**src/rtl/alu_issue_ctrl.sv**
```systemverilog
// ALU issue sequencer: accepts one instruction per handshake and walks IDLE -> DECODE -> EXEC -> (WAIT) -> WB.
// Optional flag register: define ALU_FLAGS_EN to add alu_flags/flags_q.
module alu_issue_ctrl #(
   parameter int MUL_TIMEOUT = 16,
   parameter int TOW         = 5
) (
   input  logic        clk,
   input  logic        rst,
   // Handshake: an instruction transfers on a rising edge where instr_valid && instr_ready;
   // the source keeps instr stable while instr_valid is high and instr_ready is low.
   input  logic        instr_valid,
   output logic        instr_ready,
   input  logic [15:0] instr,
   output logic        en_ALUdec,
   output logic        alu_in_sel,
   output logic [2:0]  rd_addr,
   output logic [2:0]  rs_addr,
   output logic [7:0]  offset,
   output logic [3:0]  alu_op,
   output logic        alu_start,
   input  logic        alu_done,
   output logic        wb_en,
   output logic [2:0]  wb_addr,
   output logic        busy,
`ifdef ALU_FLAGS_EN
   output logic        illegal,
   input  logic [3:0]  alu_flags,
   output logic [3:0]  flags_q
`else
   output logic        illegal
`endif
);

   localparam logic [3:0] OP_NOP = 4'h0;
   localparam logic [3:0] OP_CMP = 4'h9;
   localparam logic [3:0] OP_MUL = 4'hA;
   localparam logic [TOW-1:0] TMO_LAST = TOW'(MUL_TIMEOUT - 1);

   typedef enum logic [2:0] {
      S_IDLE   = 3'd0,
      S_DECODE = 3'd1,
      S_EXEC   = 3'd2,
      S_WAIT   = 3'd3,
      S_WB     = 3'd4
   } state_t;

   state_t         state_q;
   state_t         state_d;
   logic [15:0]    instr_q;
   logic [3:0]     op_q;
   logic [TOW-1:0] tmo_cnt_q;
   logic           illegal_q;
   logic           accept;
   logic           bad_op;
   logic           tmo_hit;

   assign op_q   = instr_q[15:12];
   assign accept = (state_q == S_IDLE) && instr_valid;
   assign bad_op = instr[15:12] > OP_MUL;

   always_comb begin
      state_d = state_q;
      tmo_hit = 1'b0;
      case (state_q)
         S_IDLE: begin
            // NOP and illegal opcodes are consumed without leaving IDLE
            if (accept && !bad_op && (instr[15:12] != OP_NOP)) state_d = S_DECODE;
         end
         S_DECODE: state_d = S_EXEC;
         S_EXEC:   state_d = (op_q == OP_MUL) ? S_WAIT : S_WB;
         S_WAIT: begin
            if (alu_done) begin
               state_d = S_WB;
            end else if (tmo_cnt_q == TMO_LAST) begin
               state_d = S_IDLE;
               tmo_hit = 1'b1;
            end
         end
         S_WB:     state_d = S_IDLE;
         default:  state_d = S_IDLE;
      endcase
   end

   always_ff @(posedge clk or posedge rst) begin
      if (rst) begin
         state_q   <= S_IDLE;
         instr_q   <= 16'h0000;
         tmo_cnt_q <= '0;
         illegal_q <= 1'b0;
      end else begin
         state_q   <= state_d;
         illegal_q <= (accept && bad_op) || tmo_hit;
         if (accept) instr_q <= instr;
         // counts completed WAIT cycles; cleared whenever WAIT is left or not yet entered
         if ((state_q == S_WAIT) && (state_d == S_WAIT)) tmo_cnt_q <= tmo_cnt_q + TOW'(1);
         else                                            tmo_cnt_q <= '0;
      end
   end

   always_comb begin
      instr_ready = (state_q == S_IDLE);
      busy        = (state_q != S_IDLE);
      en_ALUdec   = 1'b0;
      alu_in_sel  = 1'b0;
      rd_addr     = 3'd0;
      rs_addr     = 3'd0;
      offset      = 8'h00;
      alu_op      = 4'h0;
      alu_start   = (state_q == S_EXEC);
      wb_en       = 1'b0;
      wb_addr     = 3'd0;
      illegal     = illegal_q;
      // operand controls are held from DECODE through WB
      if (state_q != S_IDLE) begin
         en_ALUdec  = 1'b1;
         alu_in_sel = ~instr_q[11];
         rd_addr    = instr_q[10:8];
         rs_addr    = instr_q[7:5];
         offset     = instr_q[7:0];
         alu_op     = op_q;
      end
      if ((state_q == S_WB) && (op_q != OP_CMP)) begin
         wb_en   = 1'b1;
         wb_addr = instr_q[10:8];
      end
   end

`ifdef ALU_FLAGS_EN
   localparam logic [3:0] OP_MOV = 4'h8;

   always_ff @(posedge clk or posedge rst) begin
      if (rst)                                         flags_q <= 4'b0000;
      else if ((state_q == S_WB) && (op_q != OP_MOV)) flags_q <= alu_flags;
   end
`endif

endmodule
```
**config.mk**
```make
export PLATFORM = sky130hd
export DESIGN_NAME = alu_issue_ctrl
export DESIGN_NICKNAME = d
export VERILOG_FILES = /design/src/rtl/alu_issue_ctrl.sv
export SDC_FILE = /design/constraint.sdc
export NUM_CORES = 1
export LEC_CHECK = 0
export ABC_AREA = 1
export CAP_MARGIN = 20
export CORE_MARGIN = 5
export CORE_UTILIZATION = 43
export CTS_BUF_LIST = sky130_fd_sc_hd__clkbuf_16
export DETAILED_ROUTE_END_ITERATION = 10
export GPL_TIMING_DRIVEN = 1
export MAX_ROUTING_LAYER = met4
export PLACE_DENSITY = 0.78
export SETUP_SLACK_MARGIN = 0.2
export SLEW_MARGIN = 20
export SYNTH_ARGS = -nofsm -noshare
export SYNTH_HDL_FRONTEND = slang
export SYNTH_SLANG_ARGS = --single-unit
```
**constraint.sdc**
```tcl
create_clock -name clk -period 1.5 [get_ports clk]
set_input_delay 0.3 -clock clk [delete_from_list [all_inputs] [get_ports clk]]
set_output_delay 0.3 -clock clk [all_outputs]
set_load 0.05 [all_outputs]
```
==> results.md <==
- Worst Path Arrival: 1360 ps
- Finished Cell Area: 2384 µm²
- CORE AREA: 2781 µm²
- Number of port buffers: 47
- TritonCTS clock tree: built
- Post-synthesis sequential element count: 25
- Root Buffer: clkbuf_16
- Relative slew slack: 77.73%
- Drt wl/cell: 17.06 µm
- Number of max-cap violations: 0
- Number of antenna violations at the first check in global routing: 0
- Critical Path Start Type: register
- Synth top area cells: dfrtp_1 50%, nor2_1 10%, nand2_1 8.9%
- Failing checks: negative setup slack
- Max Slew Vio Count: 0
- Global-route wire length before repair: 6.996 mm
- Final WL: 4.247 mm
- Row cnt: 19
- Dpl cells: 236
- Share of cells above drive strength 1: 43.12%
- Syn Nets: 180
- H-tree levels: 1
- Worst-path clk slew: 60 ps
- Layout area overhead: 88.61%
- Library cells used by synthesis: 19
- Setup TNS: -4052 ps
- Hold Crit Class: input pin to asynchronous set/reset pin
- Post-synth top cells: 34 x nor2_1, 30 x nand2_1, 27 x inv_1
- Die Span Y: 64.21 µm
- Nets@finish: 241
- Worst-Margin Slew: 334.0 ps
- Post-synth EDFFs: 0
- # DRC: 0
- Gpl congestion: 0.8211
- First-pass DRT Iterations: 4
- Worst-path cell chain: nor2_4 > buf_6 > nand2_8 > buf_6 > buf_12
- Ant diodes: 0
- Crit path capture type: primary output
- CP Max Fanout: 4
- Clock Sinks: 25
- Syn Inst Count: 158
- Worst skew pair latency: 250 ps
- Req. time, crit path: 1200 ps
- DRT antenna net count: 0
- # IOs: 48
- Cell mode on critical path: buf_6
- GRT Overall Usage: 21.96%
- TritonCTS buffer count: 3
- Total gr overflow: 0
- DPL Wire Length: 2.477 mm
- Top cell type's share of synthesized area: 49.50%
- Top_reg_cell synth: dfrtp_1
- Ys async rst share: 100.0%
- Vias: 1294
- Initial Utilization: 45.43%
- Area leader, netlist: dfrtp_1
- Clock tree buffer depth: 2
- Avg Cell Area, Syn: 7.998 µm²
- Routed vias/inst: 5.197
- Final std cells w/o fill: 249
- Mapped Area: 1264 µm²
- Fmax: 0.6041 GHz
- Final Cycle Share: 110.4%
- Final setup violating endpoints: 36
- Filler Cells Inserted: 132
- Tmin final: 1655 ps
- Vias in the first global route: 1419
- Worst Clk Skew: 1.619 ps
- Largest net degree at the start of global routing: 26
- Hold_buf cts: 0
- Die W: 64.21 µm
- RSZ-0062 raised after global routing: yes
- Area after DPL: 2062 µm²
- Kind of critical path: register to primary output
- CP max-delay cell: dfrtp_1
- Slowest stage delay, CP: 410 ps
- Status: finished with violations
- Post-synthesis sequential area ratio: 49.50%
- Synthesis Warnings: 0
- Total die area: 4123 µm²
- Endpoints failing hold: 0
- Setup ws final: -155.5 ps
- Most numerous cell in the Yosys netlist: nor2_1
- Initial DRC Count: 89
==> repair_timing <==
item                                    4_1_cts  5_1_grt
endpoints found under the setup margin       50       51
cloned                                        3        0
hold endpoints to repair                      0        0
pin swaps                                     6        8
setup buffers                                 3        3
resized for setup                            31       15
==> cell usage in the layout (no fill, tap or decap), drive strengths merged <==
master	Yosys	layout
buf	8	42
nor2	36	36
nand2	31	31
inv	28	30
dfrtp	25	25
clkdlybuf4s50	0	19
o21ai	16	16
nand3	8	8
clkbuf	0	3
ha	2	2
o31ai	1	1
nand3b	1	1
xor2	1	1
nor3	1	1
clkinvlp	0	1
bufbuf	0	1
==> final timing paths <==
path / from / end / slack [ps] / cells after the start
max in group asynchronous: rst / state_q[2]$_DFF_PP0_ / 820 / 3
min: rst / instr_q[11]$_DFFE_PP0P_ / 400 / 3
min reg2reg: instr_q[11]$_DFFE_PP0P_ / instr_q[11]$_DFFE_PP0P_ / 510 / 2
max reg2reg: state_q[1]$_DFF_PP0_ / instr_q[6]$_DFFE_PP0P_ / -70 / 8
min in group clk: instr_q[11]$_DFFE_PP0P_ / instr_q[11]$_DFFE_PP0P_ / 510 / 2
max: state_q[1]$_DFF_PP0_ / en_ALUdec / -160 / 5
==> sequential cells by signal (all words and copies together) (netlist names) <==
name,count
illegal,1
instr_q,16
state_q,3
tmo_cnt_q,5
==> through the flow <==
stage / hold WS, ps / setup WS (ps) / util, %
2_1_floorplan: 327.3 / -199.8 / -
3_3_place_gp: 442.8 / 51.68 / 74.13
3_5_place_dp: 459.2 / 3.294 / 74.13
4_1_cts: 414.6 / -146.1 / 83.09
5_1_grt: 439.1 / -203.4 / 85.70
6_report: 400.3 / -155.5 / 85.70
==> cells by family after synthesis <==
family	Yosys count	synth area share (%)
fa+ha+maj	2	1.980
compound gates	17	6.931
flops	25	49.50
simple gates	77	26.93
xor+xnor	1	0.6932
buf+inv	36	13.96
==> routing by layer <==
layer  up-vias  global-route usage (%)  part of all wire (%)
met3        16                   3.853                   5.2
met4         0                   10.94                   3.2
met1       629                   24.86                    38
li1        598                       -                     -
met5         -                       -                     0
met2        51                   37.06                    53
==> final cells by class <==
class,count,area [µm²],area share (%)
Timing Repair inverter,2,25.02,1.050
Tap cell,31,38.79,1.627
Clock buffer,3,75.07,3.150
Sequential cell,25,626.9,26.30
Inverter,28,125.1,5.249
Clock inverter,1,3.754,0.1575
Timing Repair Buffer,62,870.8,36.54
Multi-Input combinational cell,97,618.1,25.93
==> critical path: cells and delay by family, from the launching register on <==
kind / cells / cell delay [ps]
and+or+nand+nor: 2 / 250
DFF: 1 / 410
buffers and inverters: 3 / 430
Power is left out: the tool's default activity adds up to more than one toggle a clock period on the data nets, which glitch-free logic cannot reach.
